$ cat src/rtl/outport_scheduler_pkg.sv
// outport_scheduler_pkg: shared flit/state encodings and port indices
package outport_scheduler_pkg;
  typedef enum logic [2:0] {FLIT_HEADER = 3'b001, FLIT_BODY = 3'b010, FLIT_TAIL = 3'b100} flit_t;
  typedef enum logic [1:0] {S_IDLE, S_HEADER, S_BODY} state_t;
  localparam int FLIT_W = 3;
  localparam int PORT_L = 0;
  localparam int PORT_N = 1;
  localparam int PORT_E = 2;
  localparam int PORT_W = 3;
  localparam int PORT_S = 4;
endpackage

$ cat src/rtl/outport_scheduler_if.sv
// outport_scheduler_if: request/flit side and grant/output side of one output port
interface outport_scheduler_if #(parameter int NPORTS = 5, parameter int LEN_W = 12);
  logic [NPORTS-1:0] req;
  logic [3*NPORTS-1:0] flit_type;
  logic [LEN_W*NPORTS-1:0] len;
  logic dcts;
  logic [NPORTS-1:0] grant;
  logic [NPORTS-1:0] sel;
  logic obuf_en;
  logic rts;
  logic err;
  modport master (output req, flit_type, len, dcts, input grant, sel, obuf_en, rts, err);
  modport slave (input req, flit_type, len, dcts, output grant, sel, obuf_en, rts, err);
endinterface

$ cat src/rtl/outport_scheduler_rr_pick.sv
// rr_pick: round-robin winner search starting just after ptr, with wrap
module rr_pick #(
  parameter int NPORTS = 5,
  parameter int PW = (NPORTS > 1) ? $clog2(NPORTS) : 1
) (
  input  logic [NPORTS-1:0] req_i,
  input  logic [PW-1:0]     ptr_i,
  output logic [NPORTS-1:0] win_o,
  output logic              valid_o
);
  logic [PW:0] sh;
  logic [NPORTS-1:0] rot, first;
  assign sh = {1'b0, ptr_i} + (PW+1)'(1);
  assign rot = NPORTS'({req_i, req_i} >> sh);
  assign first = rot & (~rot + NPORTS'(1));
  assign win_o = NPORTS'(({first, first} << sh) >> NPORTS);
  assign valid_o = |req_i;
endmodule

$ cat src/rtl/outport_scheduler.sv
// outport_scheduler: wormhole output-port arbiter with packet lock and framing check
module outport_scheduler
  import outport_scheduler_pkg::*;
#(
  parameter int NPORTS = 5,
  parameter int LEN_W = 12
) (
  input logic clk,
  input logic rst,
  outport_scheduler_if.slave io
);
  localparam int PW = (NPORTS > 1) ? $clog2(NPORTS) : 1;
  state_t state_q;
  logic [PW-1:0] ptr_q, win_q, pick_idx_d;
  logic [LEN_W-1:0] cnt_q, pick_len_d;
  logic [NPORTS-1:0] sel_q, pick_d;
  logic pick_v_d, obuf_q, err_q;
  logic [2:0] head_d;
  logic hdr_ok_d, is_tail_d, last_d, xfer_d, end_pkt_d, frame_err_d;
  rr_pick #(.NPORTS(NPORTS), .PW(PW)) u_pick (
    .req_i(io.req), .ptr_i(ptr_q), .win_o(pick_d), .valid_o(pick_v_d)
  );
  // binary index of the one-hot round-robin winner
  always_comb begin
    pick_idx_d = '0;
    for (int i = 0; i < NPORTS; i++) pick_idx_d = pick_d[i] ? PW'(i) : pick_idx_d;
  end
  assign pick_len_d = LEN_W'(io.len >> (LEN_W * pick_idx_d));
  assign head_d = 3'(io.flit_type >> (FLIT_W * win_q));
  assign hdr_ok_d = head_d == FLIT_HEADER;
  assign is_tail_d = head_d == FLIT_TAIL;
  assign last_d = cnt_q == LEN_W'(1);
  assign xfer_d = io.dcts & ~rst & ((state_q == S_BODY) | (state_q == S_HEADER & hdr_ok_d));
  assign end_pkt_d = (state_q == S_HEADER & (~hdr_ok_d | (io.dcts & cnt_q == '0)))
                   | (state_q == S_BODY & io.dcts & (last_d | is_tail_d));
  assign frame_err_d = (state_q == S_HEADER & ~hdr_ok_d)
                     | (state_q == S_BODY & io.dcts & (is_tail_d ^ last_d));
  assign io.grant = xfer_d ? sel_q : '0;
  assign io.sel = rst ? '0 : sel_q;
  assign io.obuf_en = obuf_q & ~rst;
  assign io.rts = obuf_q & ~rst;
  assign io.err = err_q & ~rst;
  // packet FSM: arbitrate in IDLE, then stay locked on the winner until tail or framing error
  always_ff @(posedge clk) begin
    if (rst) begin
      state_q <= S_IDLE;
      ptr_q <= PW'(NPORTS - 1);
      win_q <= '0;
      cnt_q <= '0;
      sel_q <= '0;
      obuf_q <= 1'b0;
      err_q <= 1'b0;
    end else begin
      obuf_q <= xfer_d;
      err_q <= frame_err_d;
      if (state_q == S_IDLE && pick_v_d) begin
        state_q <= S_HEADER;
        win_q <= pick_idx_d;
        sel_q <= pick_d;
        cnt_q <= pick_len_d;
      end else if (end_pkt_d) begin
        state_q <= S_IDLE;
        ptr_q <= win_q;
        sel_q <= '0;
        cnt_q <= '0;
      end else if (xfer_d) begin
        state_q <= S_BODY;
        cnt_q <= (state_q == S_BODY) ? cnt_q - LEN_W'(1) : cnt_q;
      end
    end
  end
endmodule

$ cat src/flat_wrapper.sv
// flat-port wrapper written by rule: the top's interface ports become plain ports
module outport_scheduler_flat import outport_scheduler_pkg::*;
#(
  parameter int NPORTS = 5,
  parameter int LEN_W = 12
)
  (clk, rst, io_req, io_flit_type, io_len, io_dcts, io_grant, io_sel, io_obuf_en, io_rts, io_err);
  outport_scheduler_if #(.NPORTS(NPORTS), .LEN_W(LEN_W)) io_i ();
  input logic clk;
  input logic rst;
  input wire logic [$bits(io_i.req)-1:0] io_req;
  input wire logic [$bits(io_i.flit_type)-1:0] io_flit_type;
  input wire logic [$bits(io_i.len)-1:0] io_len;
  input wire logic [$bits(io_i.dcts)-1:0] io_dcts;
  output wire logic [$bits(io_i.grant)-1:0] io_grant;
  output wire logic [$bits(io_i.sel)-1:0] io_sel;
  output wire logic [$bits(io_i.obuf_en)-1:0] io_obuf_en;
  output wire logic [$bits(io_i.rts)-1:0] io_rts;
  output wire logic [$bits(io_i.err)-1:0] io_err;
  assign io_i.req = io_req;
  assign io_i.flit_type = io_flit_type;
  assign io_i.len = io_len;
  assign io_i.dcts = io_dcts;
  assign io_grant = io_i.grant;
  assign io_sel = io_i.sel;
  assign io_obuf_en = io_i.obuf_en;
  assign io_rts = io_i.rts;
  assign io_err = io_i.err;
  outport_scheduler #(.NPORTS(NPORTS), .LEN_W(LEN_W)) u_core (.clk(clk), .rst(rst), .io(io_i));
endmodule
$ cat config.mk
export PLATFORM = sky130hd
export DESIGN_NAME = outport_scheduler_flat
export DESIGN_NICKNAME = d
export VERILOG_FILES = /design/src/rtl/outport_scheduler_pkg.sv /design/src/rtl/outport_scheduler_if.sv /design/src/rtl/outport_scheduler_rr_pick.sv /design/src/rtl/outport_scheduler.sv /design/src/flat_wrapper.sv
export SDC_FILE = /design/constraint.sdc
export NUM_CORES = 1
export LEC_CHECK = 0
export CAP_MARGIN = 20
export CORE_MARGIN = 8
export CORE_UTILIZATION = 48
export CTS_BUF_LIST = sky130_fd_sc_hd__clkbuf_16
export CTS_CLUSTER_SIZE = 28
export DETAILED_ROUTE_END_ITERATION = 16
export PLACE_DENSITY = 0.81
export SYNTH_ARGS = -nofsm -noshare
export SYNTH_HDL_FRONTEND = slang
export SYNTH_HIERARCHICAL = 1
export SYNTH_SLANG_ARGS = --single-unit
export TNS_END_PERCENT = 5
$ cat constraint.sdc
create_clock -name clk -period 4.9 [get_ports clk]
set_clock_uncertainty 0.1 [all_clocks]
set_input_delay 1.47 -clock clk [delete_from_list [all_inputs] [get_ports clk]]
set_output_delay 1.47 -clock clk [all_outputs]
set_load 0.03 [all_outputs]
==> metrics.yaml <==
cts_root_buffer: "clkbuf_16"
finalSetupViolCount: 0
nets: 600
grtUsageTotal_pct: 22.4
cts_buffer_depth: 2
cts_buffers: 3
p_leak_nw: 1.79
final.fill_count: 477
syn_nets: 471
path_buf_inv: 3
num_vias: 3666
synth_area_leaders: "dfxtp_1 (18%), mux2i_1 (4.7%), nor2_1 (4.1%), mux4_2 (3.7%), nor2b_1 (3.5%)"
drt_iter0_drc: 285
grt_max_degree: 26
clk_pin_slew_ns: 0.07
crit_slowest_cell: "clkdlybuf4s50_1"
max_stage_delay_ns: 0.40
synth-seq-cells: 27
grt_pass1_vias: 3548
start_kind: "primary input"
cts_hold_buffers: 0
route.detailed.drc: 0
design_area_mm2: 0.00455
cts_num_sinks: 27
fin_crit_sh_pct: 97.6
dr.pass1.iters: 7
die-area_mm2: 0.00905
whs_ns: 0.413
start_util_pct: 48.4
worst_pin_slew_ns: 0.861
antenna_found_initial: 0
grt_overflow_total: 0
cp.required_ns: 3.33
core_region_area_mm2: 0.00620
slew_headroom_pct: 42.5
chipHeight_um: 95.1
finalMaxSlewViolations: 0
vdd_drop_max_v: 0.000432
setup_slack_ns: 0.119
clock_latency_ns: 0.27
io_pins: 96
worstSetupPathType: "primary input to output pin"
yosysWarnings: 6
die_x_um: 95.1
power.density_mw_per_mm2: 642
synth_top_area_cell: "dfxtp_1"
period_minus_slack_ns: 4.78
place_ws_ns: -0.324
port_buffers: 95
via_per_inst: 6.23
cts_tree: "yes"
dpl-instance-area_mm2: 0.00419
synth_edf_count: 0
final_antenna_net_count: 0
rsz0062_at_grt: "no"
fp-row-count: 29
cap_violations: 0
synth.top_cell.area_share_pct: 18.0
crit_path_end_kind: "output pin"
syn_area_mm2: 0.00301
diodes: 0
gp_congestion: 0.938
synthCells: 383
async_reset_ff_share_pct: 0
grt_first_pass_wirelength_um: 16600
ys_seq_area_share_pct: 18.0
rrSetupSlack_ns: 0.77
synthFlopType: "dfxtp_1"
dp_hpwl_um: 8350
hold_violations: 0
drive_above_1_share_pct: 25.6
h-tree-depth: 1
worstPathMaxFanout: 2
status: "finished clean"
cp_common_cell: "buf_4"
final_core_util_pct: 73.4
synth_area_per_cell_um2: 7.85
min_path_type: "register to register"
critPathTopFamily: "buffers and inverters"
detail_route.wl_per_cell_um: 18.6
area_growth_pct: 51.5
wl_um: 10900
crit_chain: "clkdlybuf4s50_1, mux2_1, a211o_1, a41oi_2, nor3b_2, buf_4, and2_1, buf_4"
fmax_mhz: 209
yosysUniqueCellTypes: 78
crit_arrival_ns: 3.21
mostFrequentLayoutCells: "clkdlybuf4s50_1 (77), buf_4 (68), nor2_1 (31)"
final_common_cell: "clkdlybuf4s50_1"
setup_tns_ns: 0
## registers in the layout, indices dropped and copies added (netlist names)
register and flops:
u_core/cnt_q 12, u_core/err_q 1, u_core/obuf_q 1, u_core/ptr_q 3, u_core/sel_q 5, u_core/state_q 2, u_core/win_q 3
## power breakdown
part | internal (mW) | switching [mW] | total (mW) | leakage, nW
Combinational | 1.17 | 1.16 | 2.33 | 1.53
Clock | 0.113 | 0.0843 | 0.197 | 0.0415
Sequential | 0.287 | 0.112 | 0.399 | 0.222
## kinds of logic after synthesis
group | Yosys count | synth area share, %
multiplexers | 28 | 12.8
adder cells (fa/ha/maj) | 5 | 2.08
buffers and inverters | 47 | 8.70
AND/OR/NAND/NOR | 156 | 28.5
AO/OA/AOI/OAI | 119 | 29.7
XOR/XNOR | 1 | 0.291
flip-flops | 27 | 18.0
## synth_stat cells (5+ instances only)
master    count
o21ai_0      16
inv_1        17
mux4_2        5
o22ai_1      11
a21oi_1      18
nor2b_1      17
ha_1          5
buf_2         8
o211ai_1      7
nand2_1      27
a211oi_1     12
nor3_1       15
a22o_1        6
nand3_1      10
and2_1       11
a31oi_1       5
mux2i_1      14
nor2_1       33
clkbuf_1      9
nor4_1        7
dfxtp_1      27
a221oi_1      9
nor3b_1       5
## worst paths after layout
kind | startpoint | to | depth (start not counted)
max | io_flit_type[12] | io_grant[1] | 8
min | u_core/sel_q[4] | u_core/sel_q[4] | 1
max reg2reg | u_core/ptr_q[2] | u_core/cnt_q[1] | 14
min reg2reg | u_core/sel_q[4] | u_core/sel_q[4] | 1
## what timing repair did
action                                  CTS  global route
endpoints found under the setup margin    7            17
gates cloned                              0             0
pin swaps                                 2            13
buffers inserted                          3             8
gates resized for setup                   1            44
## area by class of cell
cell class | instances | area (um2) | area share, %
Clock buffer | 3 | 75.1 | 1.65
Clock inverter | 1 | 8.76 | 0.192
Inverter | 18 | 67.6 | 1.48
Multi-Input combinational cell | 309 | 2380 | 52.2
Sequential cell | 27 | 541 | 11.9
Tap cell | 77 | 96.3 | 2.12
Timing Repair Buffer | 153 | 1390 | 30.4
## metal layers
layer / track usage, % / routed length (um)
met5: 0 / 0
met1: 27.6 / 4390
met3: 2.68 / 732
met2: 39.5 / 5660
met4: 7.15 / 154
## worst register-to-register path, delay by kind of cell, from the launching register on
family	cells	cell delay, ns
and+or+nand+nor	3	0.88
buffers and inverters	3	0.66
DFF	1	0.77
AOI/OAI and AO/OA	8	1.63
## metrics by stage
| step | total power [mW] | std cells |
|---|---|---|
| 2_1_floorplan | 1.67 | 383 |
| 6_report | 2.92 | 588 |
| 3_3_place_gp | 2.34 | 573 |
| 5_1_grt | 3.11 | 588 |
| 4_1_cts | 2.61 | 580 |
| 3_5_place_dp | 2.38 | 573 |
Power figures use the tool's default switching activity.
